`src/rtl/can_mc_pkg.sv`:
```
// Shared definitions for the MCU register write channel: arbiter states and
// the writable register map used by both the arbiter and the write decoder.
package can_mc_pkg;

    typedef enum logic [1:0] {
        IDLE  = 2'd0,
        WRITE = 2'd1,
        RESP  = 2'd2,
        GAP   = 2'd3
    } wr_arb_state_t;

    // Writable windows; 0x00 is the implicit lower bound of the first window
    localparam logic [5:0] WR_ADDR_A_HI = 6'h03;
    localparam logic [5:0] WR_ADDR_B    = 6'h05;
    localparam logic [5:0] WR_ADDR_C_LO = 6'h08;
    localparam logic [5:0] WR_ADDR_C_HI = 6'h11;
    localparam logic [5:0] WR_ADDR_D_LO = 6'h18;
    localparam logic [5:0] WR_ADDR_D_HI = 6'h20;

    function automatic logic is_wr_addr_mapped(input logic [5:0] addr);
        return (addr <= WR_ADDR_A_HI)
            || (addr == WR_ADDR_B)
            || ((addr >= WR_ADDR_C_LO) && (addr <= WR_ADDR_C_HI))
            || ((addr >= WR_ADDR_D_LO) && (addr <= WR_ADDR_D_HI));
    endfunction

endpackage

```
`src/rtl/can_mc_wr_arbiter_if.sv`:
```
// Request/response and write-channel signals between the two requesters,
// the arbiter and the register decoder.
interface can_mc_wr_arbiter_if;

    logic [1:0]  i_req_valid;
    logic [5:0]  i_req0_addr;
    logic [31:0] i_req0_data;
    logic [5:0]  i_req1_addr;
    logic [31:0] i_req1_data;
    logic [1:0]  o_req_ready;
    logic [1:0]  o_rsp_valid;
    logic        o_rsp_err;
    logic        o_wr_en;
    logic [5:0]  o_addr;
    logic [31:0] o_bus_data;
    logic        o_busy;

    modport slave (
        input  i_req_valid, i_req0_addr, i_req0_data, i_req1_addr, i_req1_data,
        output o_req_ready, o_rsp_valid, o_rsp_err, o_wr_en, o_addr, o_bus_data, o_busy
    );

    modport master (
        output i_req_valid, i_req0_addr, i_req0_data, i_req1_addr, i_req1_data,
        input  o_req_ready, o_rsp_valid, o_rsp_err, o_wr_en, o_addr, o_bus_data, o_busy
    );

endinterface

```
`src/rtl/can_rr_arb2.sv`:
```
// Two-way round-robin grant: a lone requester wins outright, a tie goes to
// whichever requester was not granted last.
module can_rr_arb2 (
    input  logic [1:0] req,
    input  logic       last_grant,
    output logic       grant_valid,
    output logic       grant_idx
);

    always_comb begin
        grant_valid = |req;
        grant_idx   = 1'b0;
        case (req)
            2'b10:   grant_idx = 1'b1;
            2'b11:   grant_idx = ~last_grant;
            default: grant_idx = 1'b0;
        endcase
    end

endmodule

```
`src/rtl/can_mc_wr_arbiter.sv`:
```
// Shares the register write channel between the host MCU bus (requester 0)
// and the power-up config loader (requester 1).
module can_mc_wr_arbiter
    import can_mc_pkg::*;
#(
    parameter int unsigned GAP_CYCLES = 0
) (
    input logic                i_clk,
    input logic                i_reset,
    can_mc_wr_arbiter_if.slave bus
);

    localparam logic [3:0] GAP_LOAD = 4'(GAP_CYCLES);

    wr_arb_state_t state, state_nxt;
    logic          last_grant, last_grant_nxt;
    logic [3:0]    gap_cnt, gap_cnt_nxt;
    logic          owner, owner_nxt;
    logic          err, err_nxt;
    logic [5:0]    addr_q, addr_nxt;
    logic [31:0]   data_q, data_nxt;
    logic          wr_en_q, wr_en_nxt;
    logic [1:0]    rsp_valid_q, rsp_valid_nxt;
    logic          rsp_err_q, rsp_err_nxt;

    logic          grant_valid, grant_idx, accept, sel_mapped;
    logic [5:0]    sel_addr;
    logic [31:0]   sel_data;

    can_rr_arb2 u_arb (
        .req         (bus.i_req_valid),
        .last_grant  (last_grant),
        .grant_valid (grant_valid),
        .grant_idx   (grant_idx)
    );

    always_comb begin
        sel_addr   = grant_idx ? bus.i_req1_addr : bus.i_req0_addr;
        sel_data   = grant_idx ? bus.i_req1_data : bus.i_req0_data;
        sel_mapped = is_wr_addr_mapped(sel_addr);
        accept     = (state == IDLE) && grant_valid;
        bus.o_req_ready = 2'b00;
        if (accept) bus.o_req_ready[grant_idx] = 1'b1;
    end

    always_ff @(posedge i_clk) begin
        if (i_reset) begin
            state       <= IDLE;
            last_grant  <= 1'b1;
            gap_cnt     <= '0;
            owner       <= 1'b0;
            err         <= 1'b0;
            addr_q      <= '0;
            data_q      <= '0;
            wr_en_q     <= 1'b0;
            rsp_valid_q <= 2'b00;
            rsp_err_q   <= 1'b0;
        end else begin
            state       <= state_nxt;
            last_grant  <= last_grant_nxt;
            gap_cnt     <= gap_cnt_nxt;
            owner       <= owner_nxt;
            err         <= err_nxt;
            addr_q      <= addr_nxt;
            data_q      <= data_nxt;
            wr_en_q     <= wr_en_nxt;
            rsp_valid_q <= rsp_valid_nxt;
            rsp_err_q   <= rsp_err_nxt;
        end
    end

    // Pulse outputs are computed one cycle early so they come straight from flops
    always_comb begin
        state_nxt      = state;
        last_grant_nxt = last_grant;
        gap_cnt_nxt    = gap_cnt;
        owner_nxt      = owner;
        err_nxt        = err;
        addr_nxt       = addr_q;
        data_nxt       = data_q;
        wr_en_nxt      = 1'b0;
        rsp_valid_nxt  = 2'b00;
        rsp_err_nxt    = 1'b0;
        case (state)
            IDLE: begin
                if (accept) begin
                    last_grant_nxt = grant_idx;
                    owner_nxt      = grant_idx;
                    err_nxt        = ~sel_mapped;
                    if (sel_mapped) begin
                        state_nxt = WRITE;
                        addr_nxt  = sel_addr;
                        data_nxt  = sel_data;
                        wr_en_nxt = 1'b1;
                    end else begin
                        state_nxt                = RESP;
                        rsp_valid_nxt[grant_idx] = 1'b1;
                        rsp_err_nxt              = 1'b1;
                    end
                end
            end
            WRITE: begin
                state_nxt            = RESP;
                rsp_valid_nxt[owner] = 1'b1;
                rsp_err_nxt          = err;
            end
            RESP: begin
                if (GAP_LOAD != 4'd0) begin
                    state_nxt   = GAP;
                    gap_cnt_nxt = GAP_LOAD;
                end else begin
                    state_nxt = IDLE;
                end
            end
            GAP: begin
                gap_cnt_nxt = gap_cnt - 4'd1;
                if (gap_cnt == 4'd1) state_nxt = IDLE;
            end
            default: state_nxt = IDLE;
        endcase
    end

    // A write pulse already in flight is suppressed the moment reset is seen
    assign bus.o_wr_en     = wr_en_q & ~i_reset;
    assign bus.o_rsp_valid = rsp_valid_q;
    assign bus.o_rsp_err   = rsp_err_q;
    assign bus.o_addr      = addr_q;
    assign bus.o_bus_data  = data_q;
    assign bus.o_busy      = (state != IDLE);

endmodule

```
`src/flat_wrapper.sv`:
```
// flat-port wrapper written by rule: the top's interface ports become plain ports
module can_mc_wr_arbiter_flat import can_mc_pkg::*;
#(
    parameter int unsigned GAP_CYCLES = 0
)
  (i_clk, i_reset, bus_i_req_valid, bus_i_req0_addr, bus_i_req0_data, bus_i_req1_addr, bus_i_req1_data, bus_o_req_ready, bus_o_rsp_valid, bus_o_rsp_err, bus_o_wr_en, bus_o_addr, bus_o_bus_data, bus_o_busy);
  can_mc_wr_arbiter_if bus_i ();
  input logic i_clk;
  input logic i_reset;
  input wire logic [$bits(bus_i.i_req_valid)-1:0] bus_i_req_valid;
  input wire logic [$bits(bus_i.i_req0_addr)-1:0] bus_i_req0_addr;
  input wire logic [$bits(bus_i.i_req0_data)-1:0] bus_i_req0_data;
  input wire logic [$bits(bus_i.i_req1_addr)-1:0] bus_i_req1_addr;
  input wire logic [$bits(bus_i.i_req1_data)-1:0] bus_i_req1_data;
  output wire logic [$bits(bus_i.o_req_ready)-1:0] bus_o_req_ready;
  output wire logic [$bits(bus_i.o_rsp_valid)-1:0] bus_o_rsp_valid;
  output wire logic [$bits(bus_i.o_rsp_err)-1:0] bus_o_rsp_err;
  output wire logic [$bits(bus_i.o_wr_en)-1:0] bus_o_wr_en;
  output wire logic [$bits(bus_i.o_addr)-1:0] bus_o_addr;
  output wire logic [$bits(bus_i.o_bus_data)-1:0] bus_o_bus_data;
  output wire logic [$bits(bus_i.o_busy)-1:0] bus_o_busy;
  assign bus_i.i_req_valid = bus_i_req_valid;
  assign bus_i.i_req0_addr = bus_i_req0_addr;
  assign bus_i.i_req0_data = bus_i_req0_data;
  assign bus_i.i_req1_addr = bus_i_req1_addr;
  assign bus_i.i_req1_data = bus_i_req1_data;
  assign bus_o_req_ready = bus_i.o_req_ready;
  assign bus_o_rsp_valid = bus_i.o_rsp_valid;
  assign bus_o_rsp_err = bus_i.o_rsp_err;
  assign bus_o_wr_en = bus_i.o_wr_en;
  assign bus_o_addr = bus_i.o_addr;
  assign bus_o_bus_data = bus_i.o_bus_data;
  assign bus_o_busy = bus_i.o_busy;
  can_mc_wr_arbiter #(.GAP_CYCLES(GAP_CYCLES)) u_core (.i_clk(i_clk), .i_reset(i_reset), .bus(bus_i));
endmodule
```
`config.mk`:
```
export PLATFORM = sky130hd
export DESIGN_NAME = can_mc_wr_arbiter_flat
export DESIGN_NICKNAME = d
export VERILOG_FILES = /design/src/rtl/can_mc_pkg.sv /design/src/rtl/can_mc_wr_arbiter_if.sv /design/src/rtl/can_rr_arb2.sv /design/src/rtl/can_mc_wr_arbiter.sv /design/src/flat_wrapper.sv
export SDC_FILE = /design/constraint.sdc
export NUM_CORES = 1
export LEC_CHECK = 0
export CAP_MARGIN = 20
export CORE_MARGIN = 3
export CORE_UTILIZATION = 37
export DETAILED_ROUTE_END_ITERATION = 6
export GPL_TIMING_DRIVEN = 0
export MAX_ROUTING_LAYER = met4
export PLACE_DENSITY = 0.77
export REMOVE_ABC_BUFFERS = 1
export SYNTH_ARGS = -nofsm -noshare
export SYNTH_HDL_FRONTEND = slang
export SYNTH_SLANG_ARGS = --single-unit
```
`constraint.sdc`:
```
create_clock -name i_clk -period 1.73 [get_ports i_clk]
set_input_delay 0.2595 -clock i_clk [delete_from_list [all_inputs] [get_ports i_clk]]
set_output_delay 0.2595 -clock i_clk [all_outputs]
set_load 0.02 [all_outputs]
```
; After elaboration in Yosys (flattened, before gate mapping)
; Cells that the tools add are included.
[word_totals]
register_bits = 51
inputBits = 80
out_inout_bits = 45
wordCells = 69
[classes]
addsub = 1
magnitude_cmp = 9
n_eq_ne = 9
mux = 19
n_bitwise = 6
reduce_logical = 15
[op_table]
columns = operator, n
row1 = $mux 32, 1
row2 = $mux 2, 6
row3 = $eq 2x2->1 const B, 4
row4 = $pmux 2 s4, 1
row5 = $eq 6x3->1 const B, 1
row6 = $ge 6x4->1 const B, 1
row7 = $ge 6x5->1 const B, 1
row8 = $le 6x2->1 const B, 1
row9 = $le 6x5->1 const B, 1
row10 = $le 6x6->1 const B, 1
row11 = $mux 6, 1
row12 = $logic_and 1x1->1, 5
row13 = $mux 1, 5
row14 = $not 1->1, 5
row15 = $eq 4x1->1 const B, 1
row16 = $lt 1x2->1 const B, 2
row17 = $ne 2x1->1 const B, 2
row18 = $pmux 1 s2, 2
row19 = $pmux 2 s2, 1
row20 = $reduce_and 2->1, 2
row21 = $sub 4x1->4 const B, 1
row22 = $logic_or 1x1->1, 3
row23 = $reduce_and 3->1, 1
row24 = $reduce_or 3->1, 1
row25 = 7 further kinds, 9

; Longest topological paths before layout
[depth]
word_depth = 10
depth_mapped = 8
mapped_depth_nobuf = 5

; Modules after synthesis
; Synthesis repeated with hierarchy kept, for this count alone.
[unflattened]
hier_cells = 263
hier_area_um2 = 2673.8
[by_module_without_submodules]
columns = module, n_inst, cells_each, area_each_um2
row1 = can_mc_wr_arbiter, 1, 261, 2660.1
row2 = can_rr_arb2, 1, 2, 13.8

; Worst setup path after synthesis
; No wires, ideal clock.
[synth_timing]
kind = reg2reg
from = register u_core.state[0]
to = register u_core.data_q[2], in the netlist u_core.bus.o_bus_data[2]
setup_time_ns = 0.146
arrival_time_ns = 1.765
t_required_ns = 1.584
slack_ns = -0.181
stages_incl_launch_ff = 9
cell_sequence = dfxtp_1 -> buf_2 -> or2_1 -> o21bai_2 -> nor2_2 -> and3_1 -> buf_2 -> buf_6 -> a211oi_2
[synth_between]
elab_chain_len = 3
[synth_rtl]
columns = element, line
row1 = from (decl), can_mc_wr_arbiter.sv:15  ; wr_arb_state_t state, state_nxt;
row2 = from (signal assigned), can_mc_wr_arbiter.sv:59  ; state <= state_nxt;
row3 = $logic_not 2->1 *, "can_mc_wr_arbiter.sv:41, can_mc_wr_arbiter.sv:84"
row4 = $logic_and 1x1->1, can_mc_wr_arbiter.sv:41  ; accept = (state == IDLE) && grant_valid;
row5 = $reduce_and 3->1 (no line) *, --
row6 = to (signal assigned), can_mc_wr_arbiter.sv:65  ; data_q <= data_nxt;
row7 = to (decl), can_mc_wr_arbiter.sv:21  ; logic [31:0] data_q, data_nxt;
; Mark *: on every way between the ends. The rest lies on a longest branch, timed or not.
; A chain may end at the register's enable or synchronous reset.

; Worst setup path in the final report
[layout_timing]
from = input bus_i_req_valid[1]
to = register u_core.addr_q[1], in the netlist u_core.bus.o_addr[1]
[layout_between]
elab_chain_len = 8
word_cells_on_any_way = 18
cone_classes = 5 x order compare / 3 x eq/ne / 2 x mux / 8 x reduce/logical
[layout_rtl]
columns = element, line
row1 = from (decl), flat_wrapper.sv:10  ; input wire logic [$bits(bus_i.i_req_valid)-1:0] bus_i_req_valid;
row2 = $eq 2x2->1, can_rr_arb2.sv:13  ; case (req)
row3 = $pmux 1 s2, can_rr_arb2.sv:13
row4 = $mux 6, can_mc_wr_arbiter.sv:38  ; sel_addr = grant_idx ? bus.i_req1_addr : bus.i_req0_addr;
row5 = $le 6x2->1 (tied with other cells), can_mc_pkg.sv:21  ; return (addr <= WR_ADDR_A_HI)
row6 = $logic_or 1x1->1 / $logic_and 1x1->1 (equally long branches), "can_mc_pkg.sv:22, can_mc_pkg.sv:23"
row7 = $logic_or 1x1->1, can_mc_pkg.sv:23  ; || ((addr >= WR_ADDR_C_LO) && (addr <= WR_ADDR_C_HI))
row8 = $logic_or 1x1->1, can_mc_pkg.sv:24  ; || ((addr >= WR_ADDR_D_LO) && (addr <= WR_ADDR_D_HI));
row9 = $reduce_and 3->1 (no line), --
row10 = to (signal assigned), can_mc_wr_arbiter.sv:64  ; addr_q <= addr_nxt;
row11 = to (decl), can_mc_wr_arbiter.sv:20  ; logic [5:0] addr_q, addr_nxt;
; Several ways; a longest one is shown, not always the timed one.

==> reports/results.ini <==
[run_status]
status = finished with violations
violations = setup timing

[clock_network]
clock-sinks = 51
htreeDepth = 2
cts-hold-fix-buffers = 0
cts_tree = done
clockBufferDepth = 2
cts_buffers = 5
clk_pin_slew_ns = 0.10
clk_latency_ns = 0.30
clk_root_buffer_cell = clkbuf_8

[min_path]
holdPathEnd = u_core.bus.o_bus_data[29]$_SDFFE_PP0P_
hold_class = input port to flip-flop
whs_path_depth = 2
hp-start = i_reset

[worst_setup_path]
r2r_setup_slack_ns = -0.23
critPathMaxFanout = 5
cp.arrival_ns = 2.20
r2r_end = u_core.bus.o_addr[1]$_SDFFE_PP0P_
worstSetupStartpointType = input port
reg2reg_depth = 7
path_class = input port to flip-flop
timing.rr.start = u_core.last_grant$_SDFFE_PP1P_
end_kind = flip-flop
cp_data_required_time_ns = 1.95

[timing]
worst_slack_ns = -0.244
final-setup-viol-count = 41
rsz0062_at_grt = true
relSlewSlack = 0.696
fmax_ghz = 0.507
tightest_slew_ns = 0.452
layout_min_cycle_time_ns = 1.97
skew_ns = 0.00977
drv_slew = 0
fin_crit_sh = 1.14
hold_viol_final = 0

[grt]
antenna_found_initial = 0
overflow = 0
grt_max_degree = 39
grt.total_usage = 0.225
grt_pass1_wl_um = 13400
grt_pass1_vias = 2693

[floorplanning]
fp.dieH_um = 89.1
rows = 29
core_um2 = 6530
ios = 125
design.die.area_um2 = 7940
start_util = 0.391
die_x_um = 89.1

[job]
cap_violations = 0

[drt]
routed_via_density = 5.71
drc = 0
first_pass_iters = 4
wire_per_inst_um = 19.1
drt_wl_total_um = 9060
ant_nets = 0
vias = 2701
drt-initial-drc-count = 91

[synthesis]
seq_area_frac_synth = 0.399
yosys_warnings = 0
synth_ff_type = dfxtp_1
synth_edf_count = 0
synthCells = 257
yosys.area.top_type = dfxtp_1
synthTopCellsByArea = dfxtp_1 (40%), mux2i_1 (15%), a211oi_2 (9.3%)
async_flop_share = 0
syn_area_per_cell_um2 = 9.95
synth-seq-cells = 51
netlist_area_um2 = 2560
synthDistinctLibCells = 40
synth_top_area_share = 0.399

[place]
dpl.hpwl_um = 5340
portBuffers = 124
routabilityCongestion = 0.824

[pwr]
irDropWorstVdd_mv = 0.558
power_mw = 3.79
p_per_area_nw_per_um2 = 847
leakagePower_nw = 1.71

[layout]
finish.utilization = 0.685
n_antenna_cell = 0
syn2layout_area_growth_pct = 75.1
final_common_cell = clkdlybuf4s50_1
final_cell_mix = clkdlybuf4s50_1 (118), dfxtp_1 (48), a31oi_1 (38)
final_nets = 477
drive_gt1_frac = 0.250
fillers = 533

## flip-flops by register name (all words and copies together), names as in the netlist
name	flops
u_core.bus.o_rsp_valid	2
u_core.state	2
u_core.last_grant	1
u_core.err	1
u_core.owner	1
u_core.bus.o_rsp_err	1
u_core.bus.o_addr	6
u_core.bus.o_bus_data	32
u_core.wr_en_q	1
u_core.gap_cnt	4
## synthesized netlist by cell type, types with 2 or more instances
| master | count |
|---|---|
| a211oi_1 | 18 |
| a211oi_2 | 19 |
| a21o_1 | 3 |
| a21oi_1 | 5 |
| a31oi_1 | 38 |
| buf_2 | 7 |
| buf_4 | 3 |
| buf_6 | 3 |
| clkbuf_1 | 14 |
| dfxtp_1 | 51 |
| ha_1 | 2 |
| inv_1 | 2 |
| mux2i_1 | 39 |
| nand2_1 | 4 |
| nand3_1 | 5 |
| nand3b_1 | 2 |
| nor2_1 | 11 |
| nor4_1 | 4 |
| o21ai_0 | 3 |
| o21ai_1 | 2 |
| o31ai_1 | 2 |
| xnor2_1 | 2 |
## cells by family after synthesis
family,share of synthesized area
compound gates,0.300
xor+xnor,0.0103
fa+ha+maj,0.00979
buf+inv,0.0607
flops,0.399
mux,0.153
simple gates,0.0671
## layout make-up
type	count	area (um^2)	area share
Clock buffer	6	82.6	0.0184
Clock inverter	2	35.0	0.00783
Inverter	2	7.51	0.00168
Multi-Input combinational cell	181	1610	0.361
Sequential cell	51	1030	0.230
Tap cell	77	96.3	0.0215
Timing Repair Buffer	154	1610	0.360
## per-stage QoR
stage | cell area [um^2] | TNS, ns | hold WS [ns] | worst slack [ns] | instances
6_report | 4480 | -8.41 | 0.320 | -0.244 | 473
5_1_grt | 4480 | -9.71 | 0.327 | -0.287 | 473
4_1_cts | 4350 | -8.76 | 0.319 | -0.252 | 466
3_5_place_dp | 3850 | -83.44 | 0.462 | -2.06 | 434
3_3_place_gp | 3750 | -238.85 | 0.456 | -5.34 | 430
2_1_floorplan | 2410 | -126.31 | 0.324 | -2.94 | 229
## layer usage
metal	track usage	routed length, um
met1	0.276	3890
met3	0.0479	596
met5	-	0
met4	0.0433	66
met2	0.383	4510
## worst max-delay path, cell delays in order
cell	delay (ns)
clkdlybuf4s15_1	0.31
a21bo_4	0.31
buf_6	0.14
nor4_4	0.04
or3_4	0.45
buf_16	0.15
and3_4	0.20
buf_4	0.16
a211oi_2	0.17
## worst max path at each step
stage	from	to	slack (ns)
floorplan	u_core.last_grant$_SDFFE_PP1P_	u_core.bus.o_addr[0]$_SDFFE_PP0P_	-2.94
global route	u_core.last_grant$_SDFFE_PP1P_	u_core.bus.o_addr[1]$_SDFFE_PP0P_	-0.29
global placement	bus_i_req_valid[0]	u_core.bus.o_bus_data[26]$_SDFFE_PP0P_	-5.34
detailed placement	bus_i_req_valid[0]	u_core.bus.o_bus_data[16]$_SDFFE_PP0P_	-2.06
CTS	u_core.last_grant$_SDFFE_PP1P_	u_core.bus.o_bus_data[9]$_SDFFE_PP0P_	-0.25
finish	bus_i_req_valid[1]	u_core.bus.o_addr[1]$_SDFFE_PP0P_	-0.24
## timing repair
item,4_1_cts,5_1_grt
gates cloned,6,2
hold endpoints to repair,0,0
pin swaps,5,2
endpoints found under the setup margin,49,42
resized for setup,51,9
setup buffers,18,5
## power breakdown
part           internal [mW]  switching, mW
registers               1.30         0.0705
logic                  0.789          0.761
clock network          0.469          0.398
Power figures use the tool's default switching activity.
